File: config.mk
export PLATFORM = sky130hd
export DESIGN_NAME = irq_pending_collector_flat
export DESIGN_NICKNAME = d
export VERILOG_FILES = /design/src/rtl/irq_pending_collector_pkg.sv /design/src/rtl/irq_pending_collector_if.sv /design/src/rtl/irq_pending_collector_sync_edge.sv /design/src/rtl/irq_pending_collector.sv /design/src/flat_wrapper.sv
export SDC_FILE = /design/constraint.sdc
export NUM_CORES = 1
export LEC_CHECK = 0
export CORE_UTILIZATION = 41
export DETAILED_ROUTE_END_ITERATION = 6
export GPL_TIMING_DRIVEN = 0
export PLACE_DENSITY = 0.74
export SKIP_CTS_REPAIR_TIMING = 1
export SYNTH_ARGS = -nofsm -noshare
export SYNTH_HDL_FRONTEND = slang
export SYNTH_SLANG_ARGS = --single-unit
File: constraint.sdc
create_clock -name clk -period 2.1 [get_ports clk]
set_input_delay 0.21 -clock clk [delete_from_list [all_inputs] [get_ports clk]]
set_output_delay 0.21 -clock clk [all_outputs]
set_load 0.02 [all_outputs]
File: src/rtl/irq_pending_collector_pkg.sv
// Shared types for the interrupt pending collector that feeds the 8-to-3 priority encoder.
package irq_pkg;
  localparam int NUM_REQ = 8;
  localparam int IDX_W   = 3;

  typedef logic [NUM_REQ-1:0] req_vec_t;

  typedef enum logic [1:0] {IDLE, PRESENT, SERVICE} state_t;
endpackage

File: src/rtl/irq_pending_collector_if.sv
// Collector <-> encoder/consumer bundle; master = collector, slave = consumer side.
interface irq_pending_collector_if;
  import irq_pkg::*;

  req_vec_t           req_i;
  req_vec_t           mask_i;
  req_vec_t           pend_o;
  logic               pend_valid_o;
  logic               pend_ready_i;
  logic               done_i;
  logic [IDX_W-1:0]   done_idx_i;
  logic               busy_o;
  logic               err_o;
`ifdef IRQ_TIMEOUT_EN
  logic               timeout_o;
`endif

  modport master (
    input  req_i, mask_i, pend_ready_i, done_i, done_idx_i,
    output pend_o, pend_valid_o, busy_o, err_o
`ifdef IRQ_TIMEOUT_EN
    , output timeout_o
`endif
  );

  modport slave (
    output req_i, mask_i, pend_ready_i, done_i, done_idx_i,
    input  pend_o, pend_valid_o, busy_o, err_o
`ifdef IRQ_TIMEOUT_EN
    , input timeout_o
`endif
  );
endinterface

File: src/rtl/irq_pending_collector_sync_edge.sv
// One request line: metastability synchroniser followed by a rising-edge or level qualifier.
module irq_sync_edge #(
  parameter int SYNC_STAGES = 2,
  parameter bit EDGE        = 1'b1
) (
  input  logic clk,
  input  logic rst,
  input  logic req,
  output logic set
);
  logic [SYNC_STAGES-1:0] sync_q;
  logic                   hist_q;

  always_ff @(posedge clk) begin
    if (rst) begin
      sync_q <= '0;
      hist_q <= 1'b0;
    end else begin
      sync_q <= {sync_q[SYNC_STAGES-2:0], req};
      hist_q <= sync_q[SYNC_STAGES-1];
    end
  end

  assign set = EDGE ? (sync_q[SYNC_STAGES-1] & ~hist_q) : sync_q[SYNC_STAGES-1];
endmodule

File: src/rtl/irq_pending_collector.sv
// Pending accumulator + snapshot FSM in front of the priority encoder.
// Optional SERVICE watchdog enabled by defining IRQ_TIMEOUT_EN.
module irq_pending_collector
  import irq_pkg::*;
#(
  parameter int       SYNC_STAGES = 2,
  parameter logic [NUM_REQ-1:0] EDGE_MASK = 8'hFF
`ifdef IRQ_TIMEOUT_EN
  , parameter int     TIMEOUT_CYCLES = 255
`endif
) (
  input  logic                    clk,
  input  logic                    rst,
  irq_pending_collector_if.master bus
);
  req_vec_t set, pending_q, pending_d, clr, vis;
  req_vec_t pend_q, pend_d;
  state_t   state_q, state_d;
  logic     valid_q, valid_d, busy_q, err_q, err_d, done_ok;
`ifdef IRQ_TIMEOUT_EN
  localparam logic [7:0] TO_LIM = 8'(TIMEOUT_CYCLES);
  logic [7:0] cnt_q, cnt_d, cnt_inc;
  logic       to_q, to_d;
  assign cnt_inc = cnt_q + 8'd1;
`endif

  for (genvar gi = 0; gi < NUM_REQ; gi++) begin : g_sync
    irq_sync_edge #(.SYNC_STAGES(SYNC_STAGES), .EDGE(EDGE_MASK[gi])) u_sync (
      .clk (clk),
      .rst (rst),
      .req (bus.req_i[gi]),
      .set (set[gi])
    );
  end

  // Only a done that names a bit of the held snapshot counts as service.
  assign done_ok   = (state_q == SERVICE) && bus.done_i && pend_q[bus.done_idx_i];
  // Set is OR-ed in after the clear so a simultaneous new request survives.
  assign pending_d = (pending_q & ~clr) | set;

  always_comb begin
    state_d = state_q;
    pend_d  = pend_q;
    valid_d = valid_q;
    err_d   = 1'b0;
    clr     = '0;
    vis     = pending_q & ~bus.mask_i;
`ifdef IRQ_TIMEOUT_EN
    cnt_d   = cnt_q;
    to_d    = 1'b0;
`endif
    case (state_q)
      IDLE: begin
        if (|vis) begin
          pend_d  = vis;
          valid_d = 1'b1;
          state_d = PRESENT;
        end else begin
          pend_d  = '0;
        end
      end
      PRESENT: begin
        if (bus.pend_ready_i) begin
          valid_d = 1'b0;
          state_d = SERVICE;
`ifdef IRQ_TIMEOUT_EN
          cnt_d   = '0;
`endif
        end
      end
      SERVICE: begin
        if (done_ok) begin
          clr[bus.done_idx_i] = 1'b1;
          state_d = IDLE;
        end else begin
          if (bus.done_i) err_d = 1'b1;
`ifdef IRQ_TIMEOUT_EN
          if (cnt_inc == TO_LIM) begin
            to_d    = 1'b1;
            state_d = IDLE;
          end else begin
            cnt_d   = cnt_inc;
          end
`endif
        end
      end
      default: state_d = IDLE;
    endcase
  end

  always_ff @(posedge clk) begin
    if (rst) begin
      state_q   <= IDLE;
      pending_q <= '0;
      pend_q    <= '0;
      valid_q   <= 1'b0;
      busy_q    <= 1'b0;
      err_q     <= 1'b0;
`ifdef IRQ_TIMEOUT_EN
      cnt_q     <= '0;
      to_q      <= 1'b0;
`endif
    end else begin
      state_q   <= state_d;
      pending_q <= pending_d;
      pend_q    <= pend_d;
      valid_q   <= valid_d;
      busy_q    <= (state_d != IDLE);
      err_q     <= err_d;
`ifdef IRQ_TIMEOUT_EN
      cnt_q     <= cnt_d;
      to_q      <= to_d;
`endif
    end
  end

  assign bus.pend_o       = pend_q;
  assign bus.pend_valid_o = valid_q;
  assign bus.busy_o       = busy_q;
  assign bus.err_o        = err_q;
`ifdef IRQ_TIMEOUT_EN
  assign bus.timeout_o    = to_q;
`endif
endmodule

File: src/flat_wrapper.sv
// flat-port wrapper written by rule: the top's interface ports become plain ports
module irq_pending_collector_flat import irq_pkg::*;
#(
  parameter int       SYNC_STAGES = 2,
  parameter logic [NUM_REQ-1:0] EDGE_MASK = 8'hFF

)
  (clk, rst, bus_req_i, bus_mask_i, bus_pend_ready_i, bus_done_i, bus_done_idx_i, bus_pend_o, bus_pend_valid_o, bus_busy_o, bus_err_o);
  irq_pending_collector_if bus_i ();
  input  logic clk;
  input  logic rst;
  input wire logic [$bits(bus_i.req_i)-1:0] bus_req_i;
  input wire logic [$bits(bus_i.mask_i)-1:0] bus_mask_i;
  input wire logic [$bits(bus_i.pend_ready_i)-1:0] bus_pend_ready_i;
  input wire logic [$bits(bus_i.done_i)-1:0] bus_done_i;
  input wire logic [$bits(bus_i.done_idx_i)-1:0] bus_done_idx_i;
  output wire logic [$bits(bus_i.pend_o)-1:0] bus_pend_o;
  output wire logic [$bits(bus_i.pend_valid_o)-1:0] bus_pend_valid_o;
  output wire logic [$bits(bus_i.busy_o)-1:0] bus_busy_o;
  output wire logic [$bits(bus_i.err_o)-1:0] bus_err_o;
  assign bus_i.req_i = bus_req_i;
  assign bus_i.mask_i = bus_mask_i;
  assign bus_i.pend_ready_i = bus_pend_ready_i;
  assign bus_i.done_i = bus_done_i;
  assign bus_i.done_idx_i = bus_done_idx_i;
  assign bus_pend_o = bus_i.pend_o;
  assign bus_pend_valid_o = bus_i.pend_valid_o;
  assign bus_busy_o = bus_i.busy_o;
  assign bus_err_o = bus_i.err_o;
  irq_pending_collector #(.SYNC_STAGES(SYNC_STAGES), .EDGE_MASK(EDGE_MASK)) u_core (.clk(clk), .rst(rst), .bus(bus_i));
endmodule
==> reports/results.ini, run 1 <==
[outcome]
outcome = complete, no violations

[cts]
clk-insertion-delay-late_ns = 0.29
clock_sinks = 45
cts_htree_levels = 2
clk_transition_reported_paths_ns = 0.08
tritoncts_clock_tree = yes
cts.root.buffer_cell = sky130_fd_sc_hd__clkbuf_8
clockBufferDepth = 2
cts_made_buffers = 5

[global_route]
grt_util_all_layers = 0.170
via_count_of_the_first_global_routing_pass = 1201
gr-total-overflow = 0
grt_max_degree = 15
wire_length_of_the_first_global_routing_pass_um = 5330
grt_antenna_before_repair = 0

[floorplanning]
initial_core_util = 0.437
number_of_ports_placed_on_the_die_boundary = 34
floorplan.die_area_um2 = 4250
core_area_um2 = 3740
dieWidth_um = 65.2
floorplan.die.height_um = 65.2
std_cell_rows = 22

[place]
place_worst_setup_slack_ns = 0.0184
place_inst = 246
place.detailed.hpwl_um = 2220
gp_routability_congestion = 0.860
port_buffers = 31

[power]
peakVddDrop_mv = 0.596
p_leak_nw = 0.764
pwr_density_cell_nw_per_um2 = 872

[cells_and_area]
fin_nets = 228
inserted_diodes = 0
final_cells = 254
share_of_final_layout_standard_cells_stronger_than_drive_strength_1 = 0.0485
final_util = 0.572
flow.area_growth_from_synthesis_pct = 30.8

[setup_path]
critical_path_required_ns = 2.27
cp.arrival_ns = 1.96
setup.worst_path.start_class = primary input
crit-reg2reg-capture = u_core.pending_q[7]
cp_slowest_stage_delay_ns = 0.65
crit_slowest_cell = sky130_fd_sc_hd__mux4_2
worst-r2r-setup-slack_ns = 0.44
crit_path_end_kind = flip-flop
critical_path.cell_chain = clkdlybuf4s50_1 -> mux4_2 -> o41ai_1 -> a21oi_1
worstSetupStartpoint = bus_done_idx_i[2]
setup.worst_path.end = u_core.pending_q[7]
worst-setup-path-type = in2reg
timing.reg2reg.worst_path_depth = 4
worst_r2r_startpoint = u_core.bus.pend_o[3]
critical_path.max_fanout = 10

[sta]
final_critical_path_setup_slack_ns = 0.312
final-max-slew-violation-count = 0
slew_headroom = 0.699
unrepaired_setup_endpoints_after_global_routing = no
period_needed_ns = 1.79
tightest_slew_ns = 0.452
skew_ns = 0.00454
layout_worst_path_cycle_share = 0.852
fin_setup_tns_ns = 0
timing.final.hold_violations = 0
timing.final.setup_violations = 0
fmaxAchievable_mhz = 559

[route]
drt_iter0_drc = 48
drt-wirelength-per-cell_um = 12.0
detail_route.drc_violations = 0
drt_pre_antenna_iters = 4
total_wirelength_um = 3050
avg_vias_per_cell = 4.93
final_ant_viol_nets = 0
routed-via-count = 1253

[run]
maxCapViolations = 0

[synth]
synth_warnings = 0
synthesis.area_per_instance_um2 = 9.79
synth_seq_area_share = 0.551
synthDistinctLibCells = 20
netlist_area_um2 = 1640
synth_seq_cells = 45
syn_nets = 190
postSynthCellCount = 167

[hold_path]
hold_path_class = in2reg

## worst min path at each step
stage / start / endpoint / slack (ns) / cells after the start
finish: bus_done_idx_i[0] / u_core.pending_q[6] / 0.28 / 3
global route: bus_done_idx_i[0] / u_core.pending_q[6] / 0.28 / 3
CTS: bus_done_idx_i[0] / u_core.pending_q[6] / 0.28 / 3
global placement: u_core.g_sync[3].u_sync.sync_q[0] / u_core.g_sync[3].u_sync.sync_q[1] / 0.42 / 1
floorplan: bus_req_i[0] / u_core.g_sync[0].u_sync.sync_q[0] / 0.34 / 1
detailed placement: u_core.g_sync[6].u_sync.sync_q[0] / u_core.g_sync[6].u_sync.sync_q[1] / 0.42 / 1
## registers in the layout, summed over array words and instances (netlist names)
register,count
u_core.g_sync.u_sync.sync_q,16
u_core.bus.pend_o,8
u_core.g_sync.u_sync.hist_q,8
u_core.pending_q,8
u_core.state_q,2
u_core.bus.busy_o,1
u_core.bus.err_o,1
u_core.bus.pend_valid_o,1
## report_power, final
group	internal (mW)	total (mW)	switching, mW	leakage, nW
clock network	0.472	0.749	0.277	0.0681
registers	0.895	0.914	0.0191	0.369
logic	0.101	0.203	0.102	0.327
## layout by cell type, fill, tap and decap left out, types with 3 or more instances in the layout
cell type / count
sky130_fd_sc_hd__a21oi_1: 20
sky130_fd_sc_hd__clkbuf_1: 8
sky130_fd_sc_hd__clkbuf_8: 5
sky130_fd_sc_hd__clkdlybuf4s50_1: 31
sky130_fd_sc_hd__dfxtp_1: 45
sky130_fd_sc_hd__inv_1: 6
sky130_fd_sc_hd__mux2i_1: 4
sky130_fd_sc_hd__nand2_1: 4
sky130_fd_sc_hd__nand2b_1: 17
sky130_fd_sc_hd__nand3_1: 3
sky130_fd_sc_hd__nor2b_1: 25
sky130_fd_sc_hd__o21ai_0: 12
sky130_fd_sc_hd__o41ai_1: 6
sky130_fd_sc_hd__or3_1: 5
## critical path: cells and delay by family
kind | cells | cell delay, ns
mux | 1 | 0.65
compound gates | 2 | 0.49
buf+inv | 1 | 0.60
## per-layer routing
layer,track usage,vias up,share of wire,wire length [um]
met5,0,-,0,0
met4,0.0679,0,0.023,71
li1,-,643,-,-
met3,0.0625,7,0.072,219
met1,0.191,561,0.43,1300
met2,0.289,42,0.48,1460
## cell usage after synthesis
master                      count  area share
sky130_fd_sc_hd__a21oi_1       20       0.061
sky130_fd_sc_hd__and3b_1        1      0.0054
sky130_fd_sc_hd__buf_6          1      0.0069
sky130_fd_sc_hd__clkbuf_1       8       0.018
sky130_fd_sc_hd__dfxtp_1       45        0.55
sky130_fd_sc_hd__inv_1          6       0.014
sky130_fd_sc_hd__mux2i_1        4       0.024
sky130_fd_sc_hd__mux4_2         1       0.014
sky130_fd_sc_hd__nand2_1        4      0.0092
sky130_fd_sc_hd__nand2b_1      17       0.065
sky130_fd_sc_hd__nand3_1        3      0.0092
sky130_fd_sc_hd__nand3b_1       2      0.0092
sky130_fd_sc_hd__nor2_1         2      0.0046
sky130_fd_sc_hd__nor2b_1       25       0.096
sky130_fd_sc_hd__nor3b_1        2      0.0092
sky130_fd_sc_hd__o2111ai_1      2       0.011
sky130_fd_sc_hd__o21ai_0       12       0.037
sky130_fd_sc_hd__o31ai_1        1      0.0046
sky130_fd_sc_hd__o41ai_1        6       0.032
sky130_fd_sc_hd__or3_1          5       0.019
## stage by stage
| stage | area, um2 | power [mW] | hold WS [ns] |
|---|---|---|---|
| after floorplan | 1640 | 1.05 | 0.338 |
| after global placement | 2010 | 1.13 | 0.417 |
| after detailed placement | 2010 | 1.14 | 0.424 |
| after CTS | 2140 | 1.89 | 0.281 |
| after global routing | 2140 | 1.96 | 0.280 |
| final | 2140 | 1.87 | 0.284 |
## kinds of logic (layout without fill, tap and decap cells)
group / count (synthesis) / in the layout / share of synthesized area
compound gates: 41 / 41 / 0.145
mux: 5 / 5 / 0.0383
simple gates: 61 / 61 / 0.226
buf+inv: 15 / 54 / 0.0390
flops: 45 / 45 / 0.551
## cell type report
class	instances	area, um2
Tap cell	48	60.1
Sequential cell	45	901
Multi-Input combinational cell	107	671
Clock inverter	3	65.1
Clock buffer	5	68.8
Fill cell	345	1600
Timing Repair Buffer	31	310
Buffer	9	41.3
Inverter	6	22.5
Power figures use the tool's default switching activity.
==> run 2, diff against run 1 <==
SLEW_MARGIN = 20   (was unset)
clock period = 1.7 ns   (was 2.1 ns; I/O delays follow)
==> run 2 against run 1 <==
Effect of this change:
- first-iteration DRC count unchanged
- clock skew about the same
- global-route usage unchanged
- cell count increased by 0.39%
- via count increased by 2.5%
- utilization increased by 1.1 points
- flip-flop and latch count unchanged
- combinational power increased by 27%
- count of clock-buffer cells in the layout unchanged
- worst hold slack got worse by 0.037 ns
- worst setup slack got worse by 0.24 ns
- non-clock buffer count unchanged
- highest routed layer unchanged
==> reports/results.ini, run 2 (synthesis gave the netlist of run 1 again) <==
[place]
place_worst_setup_slack_ns = -0.342
port_buffers = 31
place.detailed.hpwl_um = 2220
gp_routability_congestion = 0.860

[setup_path]
critical_path_required_ns = 1.87
setup.worst_path.start_class = flip-flop
critical_path.max_fanout = 5
cp.arrival_ns = 1.80
worst-setup-path-type = reg2reg
crit_path_end_kind = flip-flop

[sta]
timing.final.hold_violations = 0
layout_worst_path_cycle_share = 0.960
timing.final.setup_violations = 0
unrepaired_setup_endpoints_after_global_routing = yes
slew_headroom = 0.701
fin_setup_tns_ns = 0
skew_ns = 0.00476
tightest_slew_ns = 0.449
period_needed_ns = 1.63
final_critical_path_setup_slack_ns = 0.0675
timing.hold.ws_ns = 0.247
final-max-slew-violation-count = 0
fmaxAchievable_mhz = 613

[route]
avg_vias_per_cell = 5.04
routed-via-count = 1284
total_wirelength_um = 3160
detail_route.drc_violations = 0
drt-wirelength-per-cell_um = 12.4
drt_pre_antenna_iters = 4
final_ant_viol_nets = 0
drt_iter0_drc = 48

[cells_and_area]
final_common_cell = sky130_fd_sc_hd__dfxtp_1
flow.area_growth_from_synthesis_pct = 33.3
mostFrequentLayoutCells = sky130_fd_sc_hd__dfxtp_1, sky130_fd_sc_hd__clkdlybuf4s50_1, sky130_fd_sc_hd__nor2b_1, sky130_fd_sc_hd__a21oi_1, sky130_fd_sc_hd__nand2b_1
n_fill_cell = 341
largest_register_ff_count = 16
multiInputGateArea_um2 = 708
max_flop_register = u_core.g_sync.u_sync.sync_q
inserted_diodes = 0
fin_nets = 229
share_of_final_layout_standard_cells_stronger_than_drive_strength_1 = 0.0628
area.sequential_um2 = 901

[power]
p_leak_nw = 0.779
power_mw = 2.31
pwr_density_cell_nw_per_um2 = 1060
peakVddDrop_mv = 0.738

[floorplanning]
floorplan.die_area_um2 = 4250
number_of_ports_placed_on_the_die_boundary = 34
initial_core_util = 0.437
dieWidth_um = 65.2
std_cell_rows = 22
core_area_um2 = 3740
floorplan.die.height_um = 65.2

[cts]
cts.root.buffer_cell = sky130_fd_sc_hd__clkbuf_8
clk-insertion-delay-late_ns = 0.29
tritoncts_clock_tree = yes
clock_sinks = 45
cts_made_buffers = 5
clk_transition_reported_paths_ns = 0.08
cts_htree_levels = 2
clockBufferDepth = 2

[hold_path]
hold_path_class = in2reg

[global_route]
wire_length_of_the_first_global_routing_pass_um = 5330
grt_antenna_before_repair = 0
grt_util_all_layers = 0.170
via_count_of_the_first_global_routing_pass = 1201
gr-total-overflow = 0
grt_max_degree = 15

[run]
maxCapViolations = 0

[outcome]
outcome = complete, no violations

[run 2: cell count changes in the layout (fill, tap and decap cells not counted)]
cell	change
sky130_fd_sc_hd__clkdlybuf4s50_1	-1
sky130_fd_sc_hd__dlymetal6s2s_1	+1
sky130_fd_sc_hd__mux4_2	+1
sky130_fd_sc_hd__o41ai_1	-2
sky130_fd_sc_hd__o41ai_2	+2
[run 2: cell type report]
cell class              count  share of cell area
multi-input cells         108               0.325
inverters                   6              0.0103
repair buffers             31               0.144
well taps                  48              0.0276
plain buffers               9              0.0189
flip-flops and latches     45               0.413
clock buffers               5              0.0316
clock inverters             3              0.0299
[run 2: worst paths after layout]
path	from	end	slack (ns)	depth (start not counted)
worst min register to register	u_core.g_sync[6].u_sync.sync_q[0]	u_core.g_sync[6].u_sync.sync_q[1]	0.44	1
worst min-delay path	bus_done_idx_i[0]	u_core.pending_q[6]	0.25	3
worst max-delay path	u_core.bus.pend_o[3]	u_core.pending_q[3]	0.07	4
worst max register to register	u_core.bus.pend_o[3]	u_core.pending_q[3]	0.07	4
[run 2: worst max-delay path: stages, from the launching register on]
cell,delay [ns]
sky130_fd_sc_hd__dfxtp_1,0.35
sky130_fd_sc_hd__mux2i_1,0.12
sky130_fd_sc_hd__mux4_2,0.57
sky130_fd_sc_hd__o41ai_1,0.35
sky130_fd_sc_hd__a21oi_1,0.11
[run 2: routing by layer]
| metal | wire length [um] | vias up | global-route usage | part of all wire |
|---|---|---|---|---|
| met5 | 0 | - | 0 | 0 |
| met4 | 44 | 0 | 0.0679 | 0.014 |
| met3 | 205 | 4 | 0.0625 | 0.065 |
| met2 | 1550 | 42 | 0.289 | 0.49 |
| met1 | 1360 | 588 | 0.191 | 0.43 |
| li1 | - | 650 | - | - |
[run 2: power breakdown]
| part | internal, mW | switching [mW] |
|---|---|---|
| Combinational | 0.128 | 0.130 |
| Clock | 0.583 | 0.337 |
| Sequential | 1.11 | 0.0239 |
| Total | 1.82 | 0.491 |
[run 2: per-stage QoR]
stage           util  cell area, um2  cells
3_3_place_gp   0.536            2010    246
5_1_grt        0.582            2180    255
3_5_place_dp   0.536            2010    246
6_report       0.582            2180    255
4_1_cts        0.572            2140    254
2_1_floorplan      -            1640    167
